File: src/rtl/bcd_pkg.sv
// Shared types and constants for the sequential binary-to-BCD converter.
// Holds the FSM state encoding and the BCD digit width.
package bcd_pkg;

   localparam int BCD_W = 4;

   typedef enum logic [1:0] {
      IDLE  = 2'd0,
      SHIFT = 2'd1,
      DONE  = 2'd2
   } state_t;

endpackage

File: src/rtl/bcd_digit_adj.sv
// Double-dabble add-3 correction for a single BCD digit.
// din: current digit, dout: digit + 3 when din >= 5, else din.
module bcd_digit_adj
   import bcd_pkg::*;
(
   input  logic [BCD_W-1:0] din,
   output logic [BCD_W-1:0] dout
);

   assign dout = (din >= BCD_W'(5)) ? din + BCD_W'(3) : din;

endmodule

File: src/rtl/bin2bcd_seq.sv
// Sequential double-dabble binary-to-BCD converter, one operand bit per cycle.
// In: iCLK, iRST_N, iData/iValid, iReady. Out: oReady, oDigits, oBlank, oNeg, oOverflow, oValid.
module bin2bcd_seq
   import bcd_pkg::*;
#(
   parameter int DATA_W = 32,
   parameter int DIGITS = 10,
   parameter bit SIGNED = 1'b0
) (
   input  logic                    iCLK,
   input  logic                    iRST_N,
   input  logic [DATA_W-1:0]       iData,
   input  logic                    iValid,
   output logic                    oReady,
   output logic [BCD_W*DIGITS-1:0] oDigits,
   output logic [DIGITS-1:0]       oBlank,
   output logic                    oNeg,
   output logic                    oOverflow,
   output logic                    oValid,
   input  logic                    iReady
);

   localparam int CW = $clog2(DATA_W + 1);
   localparam int BW = BCD_W * DIGITS;
   localparam logic [DIGITS-1:0] BLANK_RST = ~DIGITS'(1);

   state_t            state;
   logic [CW-1:0]     cnt;
   logic [DATA_W-1:0] op;
   logic [BW-1:0]     dig;
   logic [BW-1:0]     adj;
   logic [BW-1:0]     nxt;
   logic [DIGITS-1:0] blank;
   logic [DIGITS-1:0] nblank;
   logic              neg;
   logic              ovf;
   logic              z;

   generate
      for (genvar k = 0; k < DIGITS; k++) begin : g_adj
         bcd_digit_adj u_adj (
            .din  (dig[k*BCD_W +: BCD_W]),
            .dout (adj[k*BCD_W +: BCD_W])
         );
      end
   endgenerate

   // Corrected chain shifted left, operand MSB enters the ones digit.
   assign nxt = {adj[BW-2:0], op[DATA_W-1]};

   // Leading-zero mask of the digit chain about to be registered.
   always_comb begin
      nblank = '0;
      z      = 1'b1;
      for (int k = DIGITS - 1; k > 0; k--) begin
         z         = z & (nxt[k*BCD_W +: BCD_W] == '0);
         nblank[k] = z;
      end
   end

   always_ff @(posedge iCLK) begin
      if (!iRST_N) begin
         state <= IDLE;
         cnt   <= '0;
         op    <= '0;
         dig   <= '0;
         blank <= BLANK_RST;
         neg   <= 1'b0;
         ovf   <= 1'b0;
      end else begin
         unique case (state)
            IDLE: begin
               if (iValid) begin
                  // Two's-complement magnitude; the most negative value
                  // maps onto itself, which reads as 2^(DATA_W-1) unsigned.
                  op    <= (SIGNED && iData[DATA_W-1]) ?
                           (~iData + DATA_W'(1)) : iData;
                  neg   <= SIGNED & iData[DATA_W-1];
                  dig   <= '0;
                  blank <= BLANK_RST;
                  ovf   <= 1'b0;
                  cnt   <= CW'(DATA_W);
                  state <= SHIFT;
               end
            end
            SHIFT: begin
               dig   <= nxt;
               blank <= nblank;
               ovf   <= ovf | adj[BW-1];
               op    <= op << 1;
               cnt   <= cnt - CW'(1);
               if (cnt == CW'(1)) state <= DONE;
            end
            DONE: begin
               if (iReady) state <= IDLE;
            end
            default: state <= IDLE;
         endcase
      end
   end

   assign oReady    = (state == IDLE);
   assign oValid    = (state == DONE);
   assign oDigits   = dig;
   assign oBlank    = blank;
   assign oNeg      = neg;
   assign oOverflow = ovf;

endmodule

File: config.mk
export PLATFORM = sky130hd
export DESIGN_NAME = bin2bcd_seq
export DESIGN_NICKNAME = d
export VERILOG_FILES = /design/src/rtl/bcd_pkg.sv /design/src/rtl/bcd_digit_adj.sv /design/src/rtl/bin2bcd_seq.sv
export SDC_FILE = /design/constraint.sdc
export NUM_CORES = 1
export LEC_CHECK = 0
export CORE_ASPECT_RATIO = 2
export CORE_UTILIZATION = 40
export DETAILED_ROUTE_END_ITERATION = 6
export SETUP_SLACK_MARGIN = 0.5
export SLEW_MARGIN = 20
export SYNTH_ARGS = -nofsm -noshare
export SYNTH_HDL_FRONTEND = slang
export SYNTH_SLANG_ARGS = --single-unit
export TNS_END_PERCENT = 100
File: constraint.sdc
create_clock -name iCLK -period 6.9 [get_ports iCLK]
set_clock_uncertainty 0.1 [all_clocks]
set_input_delay 2.07 -clock iCLK [delete_from_list [all_inputs] [get_ports iCLK]]
set_output_delay 2.07 -clock iCLK [all_outputs]
set_load 0.02 [all_outputs]
==> results.py <==
metrics = {
    "worst_setup_path": {
        "slowest_stage": "nor2_2",
        "cp_cell_sequence": "clkdlybuf4s50_1 > buf_4 > nor2_1 > nor2_2 > buf_4 > o22ai_1 > and2_1",
        "required_ns": 7.04,
        "worstPathBufferInverterCount": 3,
        "ff2ff_setup_slack_ns": 4.29,
        "worstPathMaxFanout": 35,
        "start_kind": "input port",
        "crit_arrival_ns": 4.44,
        "critPathCaptureType": "flip-flop",
        "critPathKind": "input port to flip-flop",
        "crit_top_cell": "buf_4",
        "cp_top_family": "buffers and inverters",
        "max_stage_delay_ns": 0.71,
    },
    "floorplanning": {
        "pin_count": 90,
        "die_x_um": 81.3,
        "fp.coreArea_mm2": 0.0122,
        "start_util_pct": 41.2,
        "rows": 57,
        "die_h_um": 161,
        "dieArea_mm2": 0.0131,
    },
    "detailed_routing": {
        "drt_pre_antenna_iters": 4,
        "vias_per_cell": 5.53,
        "wirelength_um": 12100,
        "drc": 0,
        "vias": 4526,
        "postRouteAntennaNets": 0,
        "wire_per_inst_um": 14.8,
        "drt_iter0_markers": 193,
    },
    "clock_network": {
        "clkSlewWorstSetupHoldPaths_ns": 0.06,
        "numCtsBuffers": 9,
        "cts_tree": "yes",
        "post_cts_resized": 0,
        "htreeDepth": 3,
        "clock_sinks": 90,
        "clkLatencyLatePin_ns": 0.34,
        "post-cts-setup-buffer-count": 0,
        "clock_path_buffers": 2,
        "root_buffer": "clkbuf_16",
        "hold_buffers": 0,
    },
    "sta": {
        "min_period_ns": 4.30,
        "timing.setup.tns_ns": 0,
        "rsz0062_at_grt": "no",
        "max_freq_ghz": 0.232,
        "final-max-slew-violation-count": 0,
        "slew_headroom_pct": 36.8,
        "hold_violations": 0,
        "setup_violations": 0,
        "fin_crit_sh_pct": 62.4,
        "tightest_slew_ns": 0.948,
    },
    "synth": {
        "synthArstFlopShare_pct": 0,
        "synth_warnings": 0,
        "avgSynthCellArea_um2": 8.33,
        "synth_area_mm2": 0.00503,
        "synth_edf_count": 0,
        "synth_cells": 604,
        "ys_types": 50,
        "synth-seq-cells": 90,
        "synth_flop_cell": "dfxtp_1",
        "yosysSeqAreaShare_pct": 35.8,
    },
    "global_routing": {
        "first_global_vias": 4290,
        "grt_overflow": 0,
        "grt_usage_pct": 19.7,
        "grt_max_degree": 83,
        "antenna_found_initial": 0,
        "grt_pass1_wl_um": 20200,
    },
    "final_layout": {
        "drive_gt1_share_pct": 9.69,
        "final_common_cell": "dfxtp_1",
        "n_antenna_cell": 0,
        "layout.area.seq_mm2": 0.00180,
        "nFillCells": 1200,
        "layout_common_cells": "dfxtp_1, clkdlybuf4s50_1, a21oi_1, nor2b_1, nor2_1",
        "nets": 725,
        "area_growth_pct": 24.7,
        "fin_cells": 818,
        "multi_input_area_mm2": 0.00298,
    },
    "power_and_ir_drop": {
        "peakVddDrop_mv": 0.147,
        "leakage_nw": 2.35,
        "powerDensity_mw_per_mm2": 197,
    },
    "place": {
        "hpwl_um": 8200,
        "place_congestion": 0.771,
        "portBuffers": 87,
        "place_inst": 803,
    },
    "status": {
        "run_status": "complete, no violations",
    },
    "run": {
        "drv_cap": 0,
    },
    "worst_hold_path": {
        "min_path_type": "flip-flop to flip-flop",
    },
}
==> path summary, 6_finish.rpt <==
| kind | from | to | depth (start not counted) |
|---|---|---|---|
| setup / recovery | iValid | oDigits[28]$_SDFFE_PN0P_ | 7 |
| hold / removal | oBlank[6]$_SDFFE_PN1P_ | oBlank[6]$_SDFFE_PN1P_ | 2 |
| setup reg to reg | oDigits[33]$_SDFFE_PN0P_ | oBlank[5]$_SDFFE_PN1P_ | 8 |
| hold reg to reg | oBlank[6]$_SDFFE_PN1P_ | oBlank[6]$_SDFFE_PN1P_ | 2 |
==> power by group <==
group	total [mW]	internal, mW	switching, mW	leakage, nW
clock	0.506	0.308	0.198	0.152
combinational	0.163	0.0808	0.0817	1.46
sequential	0.569	0.547	0.0214	0.736
==> metrics by stage <==
step | cell area [um^2] | power [mW] | hold WS, ns | utilization (%) | setup WS, ns
floorplan | 5030 | 0.689 | 0.362 | - | 3.37
CTS | 6270 | 1.25 | 0.365 | 51.4 | 2.59
detailed placement | 5970 | 0.743 | 0.351 | 48.9 | 2.26
finish | 6270 | 1.24 | 0.361 | 51.4 | 2.60
global route | 6270 | 1.29 | 0.400 | 51.4 | 2.44
global placement | 5970 | 0.741 | 0.349 | 48.9 | 2.30
==> layout make-up <==
type	instances	share of cell area, %
Timing Repair Buffer	93	14.5
Clock buffer	13	4.31
Sequential cell	90	28.8
Multi-Input combinational cell	449	47.5
Inverter	24	1.44
Clock inverter	2	0.559
Tap cell	147	2.93
==> synth_stat cells (all sizes together) (11+ instances only) <==
cell type / number / share of area [%]
a21oi: 64 / 6.4
a22oi: 26 / 3.9
and2: 15 / 1.9
clkbuf: 36 / 2.7
dfxtp: 90 / 36
ha: 22 / 5.5
inv: 24 / 1.8
nand2: 33 / 2.5
nand2b: 16 / 2.0
nor2: 41 / 3.1
nor2b: 63 / 7.8
nor3b: 15 / 2.2
o21ai: 33 / 3.4
o221a: 31 / 6.9
xnor2: 11 / 1.9
==> layer usage <==
metal | vias up | part of all wire (%) | track usage, %
li1 | 2269 | - | -
met1 | 2137 | 42 | 22.9
met2 | 107 | 52 | 34.5
met3 | 13 | 4.5 | 4.55
met4 | 0 | 1.6 | 6.41
met5 | - | 0 | 0
==> registers in the layout, indices dropped and copies added, names as in the netlist <==
name       flops
oBlank         9
cnt            6
state          2
oOverflow      1
oDigits       40
op            32
==> worst min-delay path, stage by stage, from the launching register on <==
cell     delay (ns)
dfxtp_1        0.33
a21oi_1        0.06
nand2_1        0.05
==> logic make-up (layout without fill, tap and decap cells) <==
| logic type | count (synthesis) | in the layout | synth area share [%] |
|---|---|---|---|
| and+or+nand+nor | 222 | 222 | 24.5 |
| adders and majority gates | 22 | 22 | 5.47 |
| AOI/OAI and AO/OA | 182 | 182 | 25.1 |
| buffers and inverters | 66 | 132 | 5.13 |
| other | 1 | 2 | 0.0746 |
| DFF | 90 | 90 | 35.8 |
| xor gates and xnor gates | 11 | 11 | 1.92 |
| muxes | 10 | 10 | 2.02 |
Power figures use the tool's default switching activity.
